`src/rtl/simple_bus_arbiter.sv`:
```
// Round-robin arbiter for a shared split-transaction bus: per-transaction grant,
// master-to-slave muxing, response routing back to the owner, and a hung-transaction watchdog.
module simple_bus_arbiter #(
  parameter int unsigned NUM_MASTERS    = 4,
  parameter int unsigned TIMEOUT_CYCLES = 1024,
  parameter int unsigned CNT_W          = 11
) (
  input  logic                     clk_i,
  input  logic                     rst_ni,
  input  logic [NUM_MASTERS-1:0]   m_req_i,
  output logic [NUM_MASTERS-1:0]   m_grant_o,
  input  logic [32*NUM_MASTERS-1:0] m_addrData_i,
  input  logic [4*NUM_MASTERS-1:0] m_byteEnables_i,
  input  logic [8*NUM_MASTERS-1:0] m_burstSize_i,
  input  logic [NUM_MASTERS-1:0]   m_readNWrite_i,
  input  logic [NUM_MASTERS-1:0]   m_beginTransaction_i,
  input  logic [NUM_MASTERS-1:0]   m_dataValid_i,
  output logic [31:0]              m_addrData_o,
  output logic [NUM_MASTERS-1:0]   m_dataValid_o,
  output logic [NUM_MASTERS-1:0]   m_endTransaction_o,
  output logic [NUM_MASTERS-1:0]   m_error_o,
  output logic [31:0]              bus_addrData_o,
  output logic [3:0]               bus_byteEnables_o,
  output logic [7:0]               bus_burstSize_o,
  output logic                     bus_readNWrite_o,
  output logic                     bus_beginTransaction_o,
  output logic                     bus_dataValid_o,
  input  logic [31:0]              bus_addrData_i,
  input  logic                     bus_endTransaction_i,
  input  logic                     bus_dataValid_i,
  input  logic                     bus_busy_i,
  input  logic                     bus_error_i,
  output logic                     timeout_o
);

  localparam int unsigned N     = NUM_MASTERS;
  localparam int unsigned IDX_W = $clog2(NUM_MASTERS);
  localparam int unsigned CW    = IDX_W + 1;
  localparam bit          WD_EN = (TIMEOUT_CYCLES != 0);
  localparam logic [CNT_W-1:0] WD_LAST =
    (TIMEOUT_CYCLES == 0) ? '0 : CNT_W'(TIMEOUT_CYCLES - 1);

  typedef enum logic [1:0] {
    ST_IDLE  = 2'd0,
    ST_GRANT = 2'd1,
    ST_BUSY  = 2'd2
  } state_e;

  state_e           state_q, state_d;
  logic [N-1:0]     grant_q, grant_d;
  logic [IDX_W-1:0] gidx_q, gidx_d;
  logic [IDX_W-1:0] ptr_q, ptr_d;
  logic [CNT_W-1:0] cnt_q, cnt_d;
  logic             timeout_q, timeout_d;
  logic [N-1:0]     abort_q, abort_d;

  logic [31:0]      addr_a  [N];
  logic [3:0]       be_a    [N];
  logic [7:0]       burst_a [N];

  logic [IDX_W-1:0] pick_idx;
  logic [IDX_W-1:0] next_ptr;
  logic             fwd_begin;
  logic             wd_hit;
  logic             slave_done;
  logic             rel;
  logic             wd_abort;
  logic             active;
  logic             in_busy;

  for (genvar gi = 0; gi < N; gi++) begin : g_unpack
    assign addr_a[gi]  = m_addrData_i[32*gi +: 32];
    assign be_a[gi]    = m_byteEnables_i[4*gi +: 4];
    assign burst_a[gi] = m_burstSize_i[8*gi +: 8];
  end

  // First requester at or after the pointer, wrapping modulo N.
  function automatic logic [IDX_W-1:0] rr_pick(input logic [N-1:0] req,
                                               input logic [IDX_W-1:0] ptr);
    logic [IDX_W-1:0] sel;
    logic             found;
    logic [CW-1:0]    cand;
    sel   = '0;
    found = 1'b0;
    for (int unsigned i = 0; i < N; i++) begin
      cand = {1'b0, ptr} + CW'(i);
      if (cand >= CW'(N)) cand = cand - CW'(N);
      if (!found && req[cand[IDX_W-1:0]]) begin
        found = 1'b1;
        sel   = cand[IDX_W-1:0];
      end
    end
    return sel;
  endfunction

  assign pick_idx   = rr_pick(m_req_i, ptr_q);
  assign next_ptr   = (gidx_q == IDX_W'(N - 1)) ? '0 : gidx_q + IDX_W'(1);
  assign fwd_begin  = (state_q == ST_GRANT) && m_beginTransaction_i[gidx_q] && !bus_busy_i;
  assign wd_hit     = WD_EN && (cnt_q == WD_LAST);
  assign slave_done = (bus_endTransaction_i && bus_dataValid_i) || bus_error_i;
  assign active     = (state_q != ST_IDLE);
  assign in_busy    = (state_q == ST_BUSY);

  // Next-state, grant, pointer and watchdog.
  always_comb begin
    state_d   = state_q;
    grant_d   = grant_q;
    gidx_d    = gidx_q;
    ptr_d     = ptr_q;
    cnt_d     = cnt_q;
    timeout_d = 1'b0;
    abort_d   = '0;
    rel       = 1'b0;
    wd_abort  = 1'b0;
    case (state_q)
      ST_IDLE: begin
        if (|m_req_i) begin
          state_d = ST_GRANT;
          gidx_d  = pick_idx;
          grant_d = N'(1) << pick_idx;
          cnt_d   = '0;
        end
      end
      ST_GRANT: begin
        cnt_d = cnt_q + CNT_W'(1);
        if (fwd_begin) begin
          state_d = ST_BUSY;
        end else if (!m_req_i[gidx_q]) begin
          rel = 1'b1;
        end else if (wd_hit) begin
          rel      = 1'b1;
          wd_abort = 1'b1;
        end
      end
      ST_BUSY: begin
        cnt_d = cnt_q + CNT_W'(1);
        if (slave_done) begin
          rel = 1'b1;
        end else if (wd_hit) begin
          rel      = 1'b1;
          wd_abort = 1'b1;
        end
      end
      default: state_d = ST_IDLE;
    endcase
    if (rel) begin
      state_d = ST_IDLE;
      grant_d = '0;
      ptr_d   = next_ptr;
    end
    if (wd_abort) begin
      timeout_d = 1'b1;
      abort_d   = grant_q;
    end
  end

  always_ff @(posedge clk_i or negedge rst_ni) begin
    if (!rst_ni) begin
      state_q   <= ST_IDLE;
      grant_q   <= '0;
      gidx_q    <= '0;
      ptr_q     <= '0;
      cnt_q     <= '0;
      timeout_q <= 1'b0;
      abort_q   <= '0;
    end else begin
      state_q   <= state_d;
      grant_q   <= grant_d;
      gidx_q    <= gidx_d;
      ptr_q     <= ptr_d;
      cnt_q     <= cnt_d;
      timeout_q <= timeout_d;
      abort_q   <= abort_d;
    end
  end

  assign m_grant_o = grant_q;
  assign timeout_o = timeout_q;

  // Master fields reach the slaves only while a grant is held.
  always_comb begin
    bus_addrData_o         = '0;
    bus_byteEnables_o      = '0;
    bus_burstSize_o        = '0;
    bus_readNWrite_o       = 1'b0;
    bus_dataValid_o        = 1'b0;
    bus_beginTransaction_o = fwd_begin;
    if (active) begin
      bus_addrData_o    = addr_a[gidx_q];
      bus_byteEnables_o = be_a[gidx_q];
      bus_burstSize_o   = burst_a[gidx_q];
      bus_readNWrite_o  = m_readNWrite_i[gidx_q];
      bus_dataValid_o   = m_dataValid_i[gidx_q];
    end
  end

  // Slave responses go back to the owner only during the data phase.
  always_comb begin
    m_addrData_o       = '0;
    m_dataValid_o      = '0;
    m_endTransaction_o = '0;
    m_error_o          = abort_q;
    if (in_busy) begin
      m_addrData_o       = bus_addrData_i;
      m_dataValid_o      = bus_dataValid_i ? grant_q : '0;
      m_endTransaction_o = bus_endTransaction_i ? grant_q : '0;
      m_error_o          = abort_q | (bus_error_i ? grant_q : '0);
    end
  end

endmodule

```
`config.mk`:
```
export PLATFORM = sky130hd
export DESIGN_NAME = simple_bus_arbiter
export DESIGN_NICKNAME = d
export VERILOG_FILES = /design/src/rtl/simple_bus_arbiter.sv
export SDC_FILE = /design/constraint.sdc
export NUM_CORES = 1
export LEC_CHECK = 0
export ABC_AREA = 1
export CORE_AREA = 3 3 127 129
export CTS_BUF_LIST = sky130_fd_sc_hd__clkbuf_8
export CTS_CLUSTER_SIZE = 10
export DETAILED_ROUTE_END_ITERATION = 10
export DIE_AREA = 0 0 130 132
export PLACE_DENSITY_LB_ADDON = 0.25
export SETUP_SLACK_MARGIN = 0.1
export SLEW_MARGIN = 20
export SYNTH_ARGS = -nofsm -noshare
export SYNTH_HDL_FRONTEND = slang
export SYNTH_SLANG_ARGS = --single-unit
```
`constraint.sdc`:
```
create_clock -name clk_i -period 2.2 [get_ports clk_i]
set_clock_uncertainty 0.15 [all_clocks]
set_input_delay 0.55 -clock clk_i [delete_from_list [all_inputs] [get_ports clk_i]]
set_output_delay 0.55 -clock clk_i [all_outputs]
set_load 0.02 [all_outputs]
```
[Yosys cells after proc, flatten, opt, wreduce, memory -nomap -nowiden]
Cells that the tools add are included.
Word-level totals
  logic and storage cells: 128
  register bits after elaboration: 26
  input bits: 230
Cells by class
  add/sub/neg operators: 9
  magnitude comparators: 10
  shift operators: 1
  multiplexer cells: 69
  equality and inequality tests: 8
  bitwise operators: 2
  reductions and logical operators: 22
Operators with widths (number)
  2-to-1 mux 32 bit: 4
  binary-select mux 32 bit (select 2 bit): 1
  2-to-1 mux 4 bit: 13
  2-to-1 mux 2 bit: 12
  2-to-1 mux 8 bit: 3
  case mux 11 bit (2 select lines): 1
  2-to-1 mux 1 bit: 21
  binary-select mux 1 bit (select 2 bit): 8
  binary-select mux 8 bit (select 2 bit): 1
  less-than comparator 2 x 3 -> 1 bit (second input constant): 5
  greater-or-equal comparator 3 bit (second input constant): 4
  adder 11 x 1 -> 11 bit (second input constant): 1
  == test 11 x 10 -> 1 bit (second input constant): 1
  2-to-1 mux 11 bit: 1
  binary-select mux 4 bit (select 2 bit): 1
  nonzero test 2 bit: 4
  subtractor 2 x 1 -> 2 bit (second input constant): 4
  adder 2 x 2 -> 3 bit (second input constant): 2
  logical AND 1 bit: 6
  inequality test 3 bit (second input constant): 2
  case mux 2 bit (3 select lines): 1
  AND reduction 2 bit: 3
  == test 2 bit (second input constant): 2
  logical NOT 1 bit: 4
  other kinds (14): 16

[Logic depth before layout (Yosys ltp)]
  depth after elaboration: 18
  mapped depth: 13
  mapped depth without buffers: 13

[Worst setup path after synthesis]
OpenSTA, ideal clock, no wires.
  path type: flip-flop to output port
  start point: register gidx_q[0]
  end point: output bus_addrData_o[10]
  arrival time: 1.440 ns
  setup slack: 0.060 ns
  cell stages (with the launch flop): 7
  cells stage by stage: dfrtp_1 > buf_6 > inv_4 > buf_2 > clkbuf_1 > o21ai_0 > a21oi_1
On the way
  longest elaborated chain between the ends: 5
Ends and longest elaborated chain
  start, declared: line 51  | logic [IDX_W-1:0] gidx_q, gidx_d;
  start signal, assigned: line 169  | gidx_q <= gidx_d;
  NOT 2 -> 3 bit (implied by the code): line 189  | bus_addrData_o = addr_a[gidx_q];
  binary-select mux 32 bit (select 2 bit): line 189
  2-to-1 mux 32 bit (implied by the code) (2 in series): line 189
  2-to-1 mux 32 bit: line 188  | if (active) begin
  end, declared: line 22  | output logic [31:0] bus_addrData_o,
Every way passes these cells. The select of a mux whose other input is x is not followed.

[Worst setup path after layout]
  start point: register gidx_q[0]
  end point: output bus_addrData_o[0]
Same word-level chain as after synthesis.

==> impl_metrics.csv <==
group,metric,value,unit
status,outcome,"finished, violations left",
status,violations,"negative setup slack",
synthesis,synth_top_area_share,22.6,%
sta,fin_crit,2.39,ns
floorplanning,start_util,23.4,%
worst_setup_path,worst_setup_path_start_kind,"register",
synthesis,async_flop_share,100,%
floorplanning,die-area,17200,um^2
worst_setup_path,cp-end-kind,"primary output",
clocking,clk_pin_slew,0.09,ns
clocking,clockRootBuffer,"clkbuf_8",
sta,relSlewSlack,76.6,%
synthesis,avgSynthCellArea,5.24,um^2
synthesis,yosys_warnings,0,
clocking,tritoncts,"yes",
sta,worstMarginPinSlew,0.351,ns
sta,rsz0062_at_grt,"yes",
power,powerDensity,1140,nW/um^2
sta,fmax,418,MHz
drt,vias,5766,
grt,track_usage,20.5,%
worst_setup_path,cp_top_family,"flip-flops",
floorplanning,core,15100,um^2
clocking,numCtsBuffers,3,
grt,overflow,0,
placement,dp_hpwl,15400,um
grt,antenna_found_initial,1,
cells_and_area,syn2layout_area_growth,141,%
cells_and_area,final_util,56.6,%
synthesis,yosysMostFrequentCell,"nor2_1",
floorplanning,die_h,132,um
worst_setup_path,max_stage_delay,0.59,ns
synthesis,syn-num-nets,913,
power,vdd_drop_max,0.000608,V
clocking,ctsLongestPathBuffers,2,
sta,fin_crit_sh,109,%
worst_setup_path,crit_type,"reg -> out",
placement,port_buffers,325,
worst_setup_path,cp_num_buf_inv,3,
worst_setup_path,cp_slowest_cell,"dfrtp_4",
grt,grt_pass1_wl,28100,um
placement,globalplace.congestion,0.852,
drt,drt_iter0_markers,234,
power,leakage,4.00,nW
synthesis,synth_ff_type,"dfrtp_1",
worst_setup_path,crit_arrival,1.69,ns
flow_run,maxCapViolations,0,
clocking,clock_sinks,26,
cells_and_area,final_layout_size_suffix_gt1_share,35.1,%
hold_path,hold_path_class,"reg -> reg",
synthesis,synth_top_cell_by_area,"nor2_1",
floorplanning,die_w,130,um
worst_setup_path,critPathMaxFanout,8,
grt,grt_pass1_vias,5223,
synthesis,synthTopCellsByArea,"nor2_1, dfrtp_1, o21ai_0",
sta,hold_violations,0,
sta,whs,0.348,ns
floorplanning,ioPinCount,326,
drt,drc_errors,0,
floorplanning,num_rows,45,
clocking,ctsHoldBuffers,0,
worst_setup_path,required,1.50,ns
sta,setup_viol,69,
synthesis,synth_edf_count,0,
synthesis,synthTopCellsByCount,"nor2_1, nand2_1, o21ai_0, inv_1, a21oi_1",
drt,drt_pass1_iterations,4,
synthesis,ys_ff_latch,26,
drt,ant_nets,0,
drt,wl_per_cell,16.2,um
synthesis,synth_cell_types,31,
sta,drv_slew,0,
synthesis,synthCells,678,
drt,routed_wl,20400,um
worst_setup_path,path_cells,"buf_6 > clkbuf_16 > nor2_1 > nor2_1 > o21ai_1 > a21oi_2 > buf_6",
sta,worst_slack,-0.192,ns
clocking,cts_htree_levels,1,
synthesis,netlist_area,3550,um^2
grt,grt_max_degree,39,
clocking,clock_latency,0.27,ns
cells_and_area,finalNetCount,1302,
synthesis,ys_seq_area_share,18.3,%
drt,viasPerCell,4.59,
-- metrics by stage --
stage	power, mW	TNS [ns]	cell area, um^2	worst slack [ns]	instances
6_report	9.74	-7.31	8570	-0.192	1255
2_1_floorplan	4.54	0	3630	0.0598	678
3_3_place_gp	7.79	-33.11	7440	-0.644	1204
4_1_cts	7.94	-10.77	7430	-0.249	1208
3_5_place_dp	7.78	-33.56	7440	-0.636	1204
5_1_grt	10.5	-13.25	8570	-0.271	1255
-- logic make-up (layout without fill, tap and decap cells) --
| family | Yosys count | after routing | share of synthesized area [%] |
|---|---|---|---|
| xor gates and xnor gates | 2 | 2 | 0.494 |
| adders and majority gates | 5 | 5 | 1.76 |
| AOI/OAI and AO/OA | 168 | 169 | 24.6 |
| other | 0 | 1 | 0 |
| DFF | 26 | 26 | 18.3 |
| buffers and inverters | 110 | 497 | 12.6 |
| and+or+nand+nor | 367 | 367 | 42.3 |
-- layer usage --
layer  share of wire, %  track usage [%]  vias to the layer above
met5                  0                0                        -
met4                1.8             3.64                        0
met3                6.5             4.25                       26
met2                 53             38.5                      191
met1                 38             23.8                     2622
li1                   -                -                     2927
-- cell type report --
| class | count | area, um^2 |
|---|---|---|
| Antenna cell | 1 | 2.50 |
| Timing Repair Buffer | 425 | 4320 |
| Sequential cell | 26 | 656 |
| Clock buffer | 4 | 55.1 |
| Inverter | 68 | 280 |
| Multi-Input combinational cell | 543 | 3030 |
| Tap cell | 188 | 235 |
| Fill cell | 1459 | 6570 |
-- report_power, final --
| group | leakage, nW | switching, mW | internal [mW] |
|---|---|---|---|
| Combinational | 3.63 | 4.63 | 4.05 |
| Clock | 0.0288 | 0.155 | 0.160 |
| Sequential | 0.345 | 0.150 | 0.595 |
-- what timing repair did --
action | in CTS | in global routing
gates cloned | 0 | 11
setup endpoints to repair | 102 | 112
pin swaps | 5 | 56
gates resized for setup | 346 | 408
setup buffers | 0 | 35
-- placed cells by master, fill, tap and decap left out, types with 7 or more instances in the layout --
cell type | netlist | final
nand3_2 | 4 | 10
a21oi_2 | 0 | 22
nand2_2 | 16 | 40
nand4_1 | 7 | 7
buf_12 | 0 | 9
buf_6 | 2 | 73
buf_4 | 0 | 97
a21oi_1 | 52 | 30
o21ai_0 | 102 | 33
inv_1 | 61 | 35
nor2_1 | 214 | 176
inv_2 | 5 | 28
o21ai_2 | 2 | 9
clkbuf_16 | 0 | 7
clkdlybuf4s50_1 | 0 | 230
nand2_1 | 105 | 68
dfrtp_1 | 26 | 24
nor2_4 | 0 | 18
o21ai_1 | 2 | 62
nor2_2 | 3 | 23
nand3_1 | 14 | 8
nand2_4 | 1 | 14
-- state kept, by name, indices dropped and copies added (netlist names) --
signal,count
cnt_q,11
abort_q,4
m_grant_o,4
gidx_q,2
ptr_q,2
state_q,2
timeout_o,1
-- final timing paths --
kind	end	slack [ns]	start	cells past startpoint
setup / recovery	bus_addrData_o[0]	-0.19	gidx_q[0]$_DFFE_PN0P_	7
hold / removal	cnt_q[3]$_DFFE_PN0P_	0.35	cnt_q[3]$_DFFE_PN0P_	1
setup reg to reg	ptr_q[0]$_DFFE_PN0P_	0.11	gidx_q[0]$_DFFE_PN0P_	13
hold reg to reg	cnt_q[3]$_DFFE_PN0P_	0.35	cnt_q[3]$_DFFE_PN0P_	1
max in group asynchronous	gidx_q[0]$_DFFE_PN0P_	1.11	rst_ni	2
min in group asynchronous	m_grant_o[2]$_DFFE_PN0P_	0.50	rst_ni	2
(Power assumes the default switching activity.)
